==> config.mk <==
export PLATFORM = sky130hd
export DESIGN_NAME = mem_stage_unit
export DESIGN_NICKNAME = d
export VERILOG_FILES = /design/src/rtl/mem_stage_unit_pkg.sv /design/src/rtl/mem_stage_unit_wb_reg.sv /design/src/rtl/mem_stage_unit.sv
export SDC_FILE = /design/constraint.sdc
export NUM_CORES = 1
export LEC_CHECK = 0
export CAP_MARGIN = 40
export CELL_PAD_IN_SITES_DETAIL_PLACEMENT = 1
export CELL_PAD_IN_SITES_GLOBAL_PLACEMENT = 2
export CORE_MARGIN = 2
export CORE_UTILIZATION = 26
export CTS_BUF_LIST = sky130_fd_sc_hd__clkbuf_8
export DETAILED_ROUTE_END_ITERATION = 10
export PLACE_DENSITY_LB_ADDON = 0.1
export REMOVE_ABC_BUFFERS = 1
export SLEW_MARGIN = 20
export SYNTH_ARGS = -nofsm -noshare
export SYNTH_HDL_FRONTEND = slang
export SYNTH_HIERARCHICAL = 1
export SYNTH_SLANG_ARGS = --single-unit
==> constraint.sdc <==
create_clock -name clk -period 5.25 [get_ports clk]
set_input_delay 0.525 -clock clk [delete_from_list [all_inputs] [get_ports clk]]
set_output_delay 0.525 -clock clk [all_outputs]
set_load 0.01 [all_outputs]
==> src/rtl/mem_stage_unit_pkg.sv <==
// Shared widths, memory window and state encoding for the MEM pipeline stage.
package mem_stage_unit_pkg;
    localparam int unsigned REGISTER_LEN    = 32;
    localparam int unsigned REG_ADDRESS_LEN = 4;
    localparam int unsigned MEM_ADDR_BASE   = 1024;

    typedef enum logic {
        IDLE = 1'b0,
        WAIT = 1'b1
    } mem_state_e;

    // True when a byte address falls in the window of 2^maddr_w words starting at base.
    function automatic logic in_window(input logic [63:0] addr,
                                       input logic [63:0] base,
                                       input int unsigned maddr_w);
        return (addr >= base) && (addr < base + (64'd4 << maddr_w));
    endfunction
endpackage

==> src/rtl/mem_stage_unit_wb_reg.sv <==
// MEM/WB pipeline register; a bubble clears the control bits and holds the data fields.
module mem_wb_stage_reg
    import mem_stage_unit_pkg::*;
#(
    parameter int unsigned DATA_W  = REGISTER_LEN,
    parameter int unsigned RADDR_W = REG_ADDRESS_LEN
) (
    input  logic               clk,
    input  logic               rst,
    input  logic               bubble,
    input  logic               wb_en_in,
    input  logic               mem_r_en_in,
    input  logic [DATA_W-1:0]  alu_res_in,
    input  logic [DATA_W-1:0]  mem_data_in,
    input  logic [RADDR_W-1:0] dest_in,
    output logic               wb_en_out,
    output logic               mem_r_en_out,
    output logic [DATA_W-1:0]  alu_res_out,
    output logic [DATA_W-1:0]  mem_data_out,
    output logic [RADDR_W-1:0] dest_out
);
    logic               wb_en_q, wb_en_d;
    logic               mem_r_en_q, mem_r_en_d;
    logic [DATA_W-1:0]  alu_res_q, alu_res_d;
    logic [DATA_W-1:0]  mem_data_q, mem_data_d;
    logic [RADDR_W-1:0] dest_q, dest_d;

    always_comb begin
        wb_en_d    = 1'b0;
        mem_r_en_d = 1'b0;
        alu_res_d  = alu_res_q;
        mem_data_d = mem_data_q;
        dest_d     = dest_q;
        if (!bubble) begin
            wb_en_d    = wb_en_in;
            mem_r_en_d = mem_r_en_in;
            alu_res_d  = alu_res_in;
            mem_data_d = mem_data_in;
            dest_d     = dest_in;
        end
    end

    always_ff @(posedge clk or negedge rst) begin
        if (!rst) begin
            wb_en_q    <= 1'b0;
            mem_r_en_q <= 1'b0;
            alu_res_q  <= '0;
            mem_data_q <= '0;
            dest_q     <= '0;
        end else begin
            wb_en_q    <= wb_en_d;
            mem_r_en_q <= mem_r_en_d;
            alu_res_q  <= alu_res_d;
            mem_data_q <= mem_data_d;
            dest_q     <= dest_d;
        end
    end

    assign wb_en_out    = wb_en_q;
    assign mem_r_en_out = mem_r_en_q;
    assign alu_res_out  = alu_res_q;
    assign mem_data_out = mem_data_q;
    assign dest_out     = dest_q;
endmodule

==> src/rtl/mem_stage_unit.sv <==
// MEM stage: LDR/STR over a req/ack memory port with wait-state FSM, watchdog and
// address-window check; stalls upstream via freeze and feeds the MEM/WB register.
module mem_stage_unit
    import mem_stage_unit_pkg::*;
#(
    parameter int unsigned DATA_W    = REGISTER_LEN,
    parameter int unsigned RADDR_W   = REG_ADDRESS_LEN,
    parameter int unsigned MADDR_W   = 16,
    parameter int unsigned ADDR_BASE = MEM_ADDR_BASE,
    parameter int unsigned TIMEOUT   = 15
) (
    input  logic               clk,
    input  logic               rst,
    input  logic               wb_en_in,
    input  logic               mem_r_en_in,
    input  logic               mem_w_en_in,
    input  logic [DATA_W-1:0]  alu_res_in,
    input  logic [DATA_W-1:0]  val_Rm_in,
    input  logic [RADDR_W-1:0] dest_in,
    output logic               mem_req,
    output logic               mem_we,
    output logic [MADDR_W-1:0] mem_addr,
    output logic [DATA_W-1:0]  mem_wdata,
    input  logic [DATA_W-1:0]  mem_rdata,
    input  logic               mem_ack,
    output logic               freeze,
    output logic               wb_en_hazard,
    output logic [RADDR_W-1:0] dest_hazard,
    output logic               wb_en_out,
    output logic               mem_r_en_out,
    output logic [DATA_W-1:0]  alu_res_out,
    output logic [DATA_W-1:0]  mem_data_out,
    output logic [RADDR_W-1:0] dest_out,
    output logic               mem_err
);
    localparam int unsigned CNT_W = (TIMEOUT < 1) ? 1 : $clog2(TIMEOUT + 1);

    mem_state_e        state_q, state_d;
    logic [CNT_W-1:0]  cnt_q, cnt_d;
    logic              err_q, err_d;
    logic              access, in_win, req, complete;
    logic [DATA_W-1:0] cpl_data, wb_data;

    assign access = mem_r_en_in | mem_w_en_in;
    assign in_win = in_window(64'(alu_res_in), 64'(ADDR_BASE), MADDR_W);

    always_comb begin
        state_d  = state_q;
        cnt_d    = cnt_q;
        err_d    = err_q;
        req      = 1'b0;
        complete = 1'b0;
        cpl_data = '0;
        case (state_q)
            IDLE: begin
                // An ack seen here is never sampled, so the minimum access latency is one cycle.
                if (access && in_win) begin
                    req     = 1'b1;
                    state_d = WAIT;
                    cnt_d   = '0;
                end else if (access) begin
                    complete = 1'b1;
                    err_d    = 1'b1;
                end
            end
            WAIT: begin
                req   = 1'b1;
                cnt_d = cnt_q + 1'b1;
                if (mem_ack) begin
                    complete = 1'b1;
                    cpl_data = mem_rdata;
                    state_d  = IDLE;
                end else if (cnt_q == CNT_W'(TIMEOUT)) begin
                    complete = 1'b1;
                    err_d    = 1'b1;
                    state_d  = IDLE;
                end
            end
        endcase
    end

    always_ff @(posedge clk or negedge rst) begin
        if (!rst) begin
            state_q <= IDLE;
            cnt_q   <= '0;
            err_q   <= 1'b0;
        end else begin
            state_q <= state_d;
            cnt_q   <= cnt_d;
            err_q   <= err_d;
        end
    end

    assign mem_req      = req & rst;
    assign mem_we       = mem_w_en_in;
    assign mem_addr     = MADDR_W'((alu_res_in - DATA_W'(ADDR_BASE)) >> 2);
    assign mem_wdata    = val_Rm_in;
    assign freeze       = access & ~complete;
    assign wb_en_hazard = wb_en_in;
    assign dest_hazard  = dest_in;
    assign mem_err      = err_q;
    // Simultaneous read/write is treated as a store, so it never returns load data.
    assign wb_data      = (mem_r_en_in & ~mem_w_en_in) ? cpl_data : '0;

    mem_wb_stage_reg #(
        .DATA_W  (DATA_W),
        .RADDR_W (RADDR_W)
    ) u_mem_wb_reg (
        .clk          (clk),
        .rst          (rst),
        .bubble       (freeze),
        .wb_en_in     (wb_en_in),
        .mem_r_en_in  (mem_r_en_in),
        .alu_res_in   (alu_res_in),
        .mem_data_in  (wb_data),
        .dest_in      (dest_in),
        .wb_en_out    (wb_en_out),
        .mem_r_en_out (mem_r_en_out),
        .alu_res_out  (alu_res_out),
        .mem_data_out (mem_data_out),
        .dest_out     (dest_out)
    );
endmodule

==> results.json, run 1 <==
{
  "finalCriticalPeriod_ns": 3.47,
  "clockRootBuffer": "clkbuf_8",
  "pre_cts_ws_ns": 1.74,
  "place_area_um2": 5500,
  "grt_max_degree": 71,
  "multi_input_area_um2": 1650,
  "area_delta_synth_final_pct": 39.9,
  "vias": 2650,
  "synth_cell_types": 34,
  "die_x_um": 129,
  "critPathBufInv": 2,
  "grtUsageMet2": 0.206,
  "fin_nets": 527,
  "synth_edf_count": 0,
  "wl_per_cell_um": 20.1,
  "clk_pin_slew_ns": 0.09,
  "cts_tree": "yes",
  "core-area_um2": 15200,
  "clock_tree.htree_level_count": 3,
  "ys_seq_area_frac": 0.469,
  "tightestPinTransition_ns": 0.580,
  "io_buffers": 168,
  "drt_iter0_markers": 125,
  "async_flop_share": 1.00,
  "finalSetupViolCount": 0,
  "fmax_ghz": 0.288,
  "power_frac_comb": 0.147,
  "synthFlopType": "dfrtp_1",
  "drc_errors": 0,
  "use_met1": 0.200,
  "final_util": 0.373,
  "avgSynthCellArea_um2": 13.7,
  "first_pass_iters": 4,
  "drv_slew": 0,
  "dieHeight_um": 129,
  "power_frac_seq": 0.509,
  "cpMostUsedCell": "clkdlybuf4s50_1",
  "met3_usage": 0.0640,
  "p_per_area_nw_per_um2": 211,
  "overflow": 0,
  "setup_ws_ns": 1.78,
  "intPower_uw": 903,
  "ys_warn_count": 6,
  "clock_sinks": 76,
  "antenna_found_initial": 0,
  "die-area_um2": 16600,
  "hold_viol": 0,
  "ctsHoldBuffers": 0,
  "path_cells": "clkdlybuf4s50_1 > ha_1 > nor4b_1 > a31oi_1 > nand2b_4 > nand4b_1 > a21oi_4 > clkdlybuf4s50_1",
  "cts_inserted_buffers": 9,
  "row_count": 45,
  "fillCellCount": 1628,
  "worstSkewPairLatency_ns": 0.36,
  "avgViaCountPerCell": 4.34,
  "slew_headroom": 0.613,
  "p_sw_uw": 292,
  "cp_slowest_stage_delay_ns": 0.60,
  "fin_skew_ns": 0.0111,
  "track_usage": 0.148,
  "globalplace.congestion": 0.695,
  "crit_path_end_kind": "output port",
  "hpwl_mm": 8.89,
  "ir_drop_mv": 0.0835,
  "worstSetupPathType": "input pin to output port",
  "layout_common_cells": "clkdlybuf4s50_1 (167), dfrtp_1 (76), mux2_4 (68), and2_1 (32), clkbuf_8 (11)",
  "ys_ff_latch": 76,
  "diodes": 0,
  "cts_buffer_depth": 2,
  "fin_cells": 610,
  "drv_cap": 0,
  "routed_wl_mm": 12.2,
  "hold_class": "input pin to asynchronous set/reset pin",
  "post_cts_buffers": 0,
  "boundaryPins": 233,
  "syn_area_um2": 4050,
  "cts_resized": 0,
  "dp_cells": 595,
  "finalCritPeriodShare": 0.661,
  "slowest_stage": "clkdlybuf4s50_1",
  "initial_core_util": 0.267,
  "clkPwrFrac": 0.344,
  "grt_pass1_vias": 2941,
  "p_sw_frac": 0.244,
  "postLayoutCellArea_um2": 5670,
  "ant_nets": 0,
  "worstPathArrival_ns": 2.95,
  "drive_above_1_share": 0.216,
  "total_leakage_power_uw": 0.00241,
  "layout_commonest_cell": "clkdlybuf4s50_1",
  "grt.busiest_layer": "met2",
  "grt_pass1_wl_mm": 18.1,
  "worstPathMaxFanout": 5,
  "status": "finished, final reports clean",
  "synthCells": 295,
  "rsz0062_at_grt": "false",
  "critPathRequiredTime_ns": 4.72,
  "crit_family": "buffers and inverters",
  "seqCellArea_um2": 1900,
  "start_kind": "input pin"
}
-- logic make-up after synthesis --
| kind of cell | count (synthesis) | share of synthesized area |
|---|---|---|
| and+or+nand+nor | 71 | 0.109 |
| buffers and inverters | 61 | 0.128 |
| DFF | 76 | 0.469 |
| AOI/OAI and AO/OA | 9 | 0.0179 |
| muxes | 68 | 0.252 |
| xor gates and xnor gates | 7 | 0.0151 |
| adders and majority gates | 3 | 0.00926 |
-- sequential cells by signal, indices dropped and copies added (netlist names) --
signal	flops
u_mem_wb_reg/alu_res_out	32
u_mem_wb_reg/mem_data_out	32
cnt_q	4
u_mem_wb_reg/dest_out	4
mem_err	1
state_q	1
u_mem_wb_reg/mem_r_en_out	1
u_mem_wb_reg/wb_en_out	1
-- cell type report --
type / instances / share of cell area
tap: 188 / 0.0415
clock buffer: 11 / 0.0267
sequential: 76 / 0.335
timing repair buffer: 170 / 0.301
inverter: 3 / 0.00199
clock inverter: 4 / 0.00309
multi-input combinational: 158 / 0.290
-- power by group through the flow --
stage	Clock [µW]	Combinational (µW)	Sequential (µW)
after floorplan	0	32.8	627
after global placement	0	178	620
after global routing	465	188	611
after CTS	433	179	609
after detailed placement	0	178	620
final	411	175	609
-- stage by stage --
| stage | total power, µW | hold WS [ns] | setup TNS, ns |
|---|---|---|---|
| 2_1_floorplan | 660 | 0.229 | -162.85 |
| 3_3_place_gp | 798 | 0.492 | 0 |
| 3_5_place_dp | 798 | 0.492 | 0 |
| 4_1_cts | 1220 | 0.141 | 0 |
| 5_1_grt | 1260 | 0.161 | 0 |
| 6_report | 1190 | 0.132 | 0 |
-- path summary, 6_finish.rpt --
check	startpoint	to	slack, ns	depth (start not counted)
worst max-delay path	alu_res_in[10]	freeze	1.78	8
worst min-delay path	rst	u_mem_wb_reg/alu_res_out[0]$_DFFE_PN0N_	0.13	1
worst max register to register	state_q$_DFF_PN0_	u_mem_wb_reg/alu_res_out[27]$_DFFE_PN0N_	3.04	5
worst min register to register	u_mem_wb_reg/mem_data_out[19]$_DFFE_PN0N_	u_mem_wb_reg/mem_data_out[19]$_DFFE_PN0N_	0.51	1
max in group asynchronous	rst	u_mem_wb_reg/mem_data_out[3]$_DFFE_PN0N_	4.16	2
min in group clk	u_mem_wb_reg/mem_data_out[19]$_DFFE_PN0N_	u_mem_wb_reg/mem_data_out[19]$_DFFE_PN0N_	0.51	1
-- synth_stat cells (3+ instances only) --
cell type / n / share of area
and2_1: 32 / 0.049
nor4_1: 3 / 0.0046
nor3_1: 5 / 0.0062
xor2_1: 3 / 0.0065
o21ai_1: 3 / 0.0037
ha_1: 3 / 0.0093
buf_4: 46 / 0.085
nand2_1: 9 / 0.0083
nand2b_1: 4 / 0.0062
mux2_4: 68 / 0.25
nor2b_1: 3 / 0.0046
buf_12: 6 / 0.030
nand3_1: 3 / 0.0037
dfrtp_1: 76 / 0.47
nor2_1: 4 / 0.0037
clkbuf_1: 4 / 0.0037
inv_1: 3 / 0.0028
xnor2_1: 4 / 0.0086
-- per-layer routing --
metal	part of all wire	wire (µm)
met1	0.45	5530
met2	0.44	5340
met3	0.091	1110
met4	0.016	198
met5	0.0051	63
-- worst register-to-register path, stage by stage, from the launching register on --
cell and delay (ns):
dfrtp_1 0.58, nor2b_1 0.24, nand2_1 0.14, a21oi_4 0.22, buf_12 0.46, mux2_4 0.45
No activity file was read; power rests on OpenSTA's default activity.
==> run 2: changes to the inputs <==
Settings changed: CORE_UTILIZATION 26 to 21.
Clock period 5.25 ns to 3 ns, I/O delays scaled along.
==> run 2 against run 1 <==
Compared with the run above: setup slack worse by 1.6 ns; die area grew 23%; global-route usage decreased by 2.3 points; wire length rose by 2.8%; register-to-register slack lost 2.3 ns; via count rose by 2.9%.
==> results.json, run 2 (synthesis results as in run 1) <==
{
  "drc_errors": 0,
  "first_pass_iters": 4,
  "avgViaCountPerCell": 3.87,
  "die_x_um": 143,
  "finalCriticalPeriod_ns": 2.83,
  "final_util": 0.322,
  "power_uw": 2440,
  "crit_start": "alu_res_in[29]",
  "ant_nets": 0,
  "slowest_stage": "clkdlybuf4s50_1",
  "wl_per_cell_um": 17.8,
  "crit_path_end_kind": "output port",
  "dieHeight_um": 143,
  "start_kind": "input pin",
  "hold_class": "flop to flop",
  "row_count": 50,
  "tightestPinTransition_ns": 0.562,
  "rsz0062_at_grt": "false",
  "clkPwrFrac": 0.432,
  "routed_wl_mm": 12.6,
  "clock_sinks": 76,
  "fin_nets": 549,
  "area_delta_synth_final_pct": 49.7,
  "die-area_um2": 20400,
  "cp_slowest_stage_delay_ns": 0.58,
  "p_sw_frac": 0.220,
  "r2r-start": "state_q$_DFF_PN0_",
  "fin_tns_setup_ns": 0,
  "initial_core_util": 0.215,
  "finalSetupViolCount": 0,
  "layout_commonest_cell": "clkdlybuf4s50_1",
  "boundaryPins": 233,
  "ir_drop_mv": 0.200,
  "min_from": "u_mem_wb_reg/mem_data_out[19]$_DFFE_PN0N_",
  "fmax_ghz": 0.353,
  "status": "finished, final reports clean",
  "cts_tree": "yes",
  "p_sw_uw": 539,
  "hold_viol": 0,
  "pre_cts_ws_ns": -0.0966,
  "worstPathMaxFanout": 5,
  "fin_skew_ns": 0.00800,
  "diodes": 0,
  "power_frac_comb": 0.132,
  "track_usage": 0.125,
  "setup_ws_ns": 0.170,
  "critPathRequiredTime_ns": 2.70,
  "grt_max_degree": 46,
  "core-area_um2": 18800,
  "path_cells": "clkdlybuf4s50_1 > nor4_1 > and4_1 > nand4b_1 > a21oi_4 > clkdlybuf4s50_1",
  "grt_pass1_wl_mm": 18.6,
  "clk_pin_slew_ns": 0.09,
  "antenna_found_initial": 0,
  "total_leakage_power_uw": 0.00257,
  "layout_common_cells": "clkdlybuf4s50_1 (167), dfrtp_1 (76), mux2_4 (68), and2_1 (32), buf_4 (21)",
  "globalplace.congestion": 0.689,
  "drv_slew": 0,
  "intPower_uw": 1910,
  "power_frac_seq": 0.436,
  "worstSkewPairLatency_ns": 0.36,
  "slew_headroom": 0.626,
  "p_per_area_nw_per_um2": 403,
  "worstPathArrival_ns": 2.53,
  "finalCritPeriodShare": 0.943,
  "cts_inserted_buffers": 9,
  "clock_tree.htree_level_count": 3,
  "grt_pass1_vias": 2945,
  "hpwl_mm": 9.55,
  "cts_buffer_depth": 2,
  "io_buffers": 168,
  "drv_cap": 0,
  "drt_iter0_markers": 85,
  "overflow": 0,
  "clockRootBuffer": "clkbuf_8",
  "vias": 2726,
  "worstSetupPathType": "input pin to output port",
  "cpMostUsedCell": "clkdlybuf4s50_1",
  "drive_above_1_share": 0.261
}
run 2: changes by cell type in the layout (fill, tap and decap cells not counted), sizes merged:
| cell | change |
|---|---|
| bufinv | +3 |
| clkbuf | +2 |
| buf | +21 |
| inv | -2 |
| dlygate4sd3 | +1 |
| clkinv | -2 |
run 2: repair_timing:
action | in CTS | in global routing
setup endpoints to repair | 1 | 1
setup buffers | 0 | 2
pin swaps | 0 | 1
hold buffers | 1 | 0
endpoints found under the hold margin | 22 | 0
resized for setup | 1 | 0
run 2: cell type report:
class,count,area (µm²)
clock buffer,13,179
clock inverter,3,90.1
fill,2023,12800
inverter,3,11.3
multi-input combinational,158,1650
sequential,76,1900
tap,260,325
timing repair buffer,192,1910
run 2: layer usage:
metal | track usage | part of all wire | up-vias
li1 | - | - | 1242
met1 | 0.167 | 0.45 | 1356
met2 | 0.177 | 0.44 | 117
met3 | 0.0523 | 0.086 | 11
met4 | 0.0485 | 0.017 | 0
met5 | 0.0125 | 0 | -
run 2: worst paths after layout:
path	cells past startpoint	end	slack (ns)
hold reg to reg	1	u_mem_wb_reg/mem_data_out[19]$_DFFE_PN0N_	0.51
min in group asynchronous	3	u_mem_wb_reg/alu_res_out[7]$_DFFE_PN0N_	0.52
setup reg to reg	7	u_mem_wb_reg/alu_res_out[15]$_DFFE_PN0N_	0.75
hold / removal	1	u_mem_wb_reg/mem_data_out[19]$_DFFE_PN0N_	0.51
max in group asynchronous	4	u_mem_wb_reg/mem_data_out[14]$_DFFE_PN0N_	1.89
setup / recovery	6	freeze	0.17
run 2: per-stage QoR:
stage          hold WS (ns)  std cells  cell area (µm²)
2_1_floorplan       0.00441        237             3550
3_5_place_dp          0.402        686             5770
5_1_grt               0.520        705             6070
4_1_cts               0.492        703             6050
3_3_place_gp          0.493        685             5740
6_report              0.515        705             6070
run 2: critical path: cells and delay by family:
| family | cells | cell delay, ns |
|---|---|---|
| AOI/OAI and AO/OA | 1 | 0.27 |
| buffers and inverters | 2 | 1.01 |
| and+or+nand+nor | 3 | 0.95 |
run 2: power by group through the flow:
| stage | sequential, µW | combinational [µW] | clock [µW] |
|---|---|---|---|
| floorplan | 1100 | 57.4 | 0 |
| global placement | 1090 | 323 | 0 |
| detailed placement | 1090 | 329 | 0 |
| CTS | 1070 | 332 | 1110 |
| global route | 1070 | 347 | 1150 |
| finish | 1070 | 323 | 1060 |
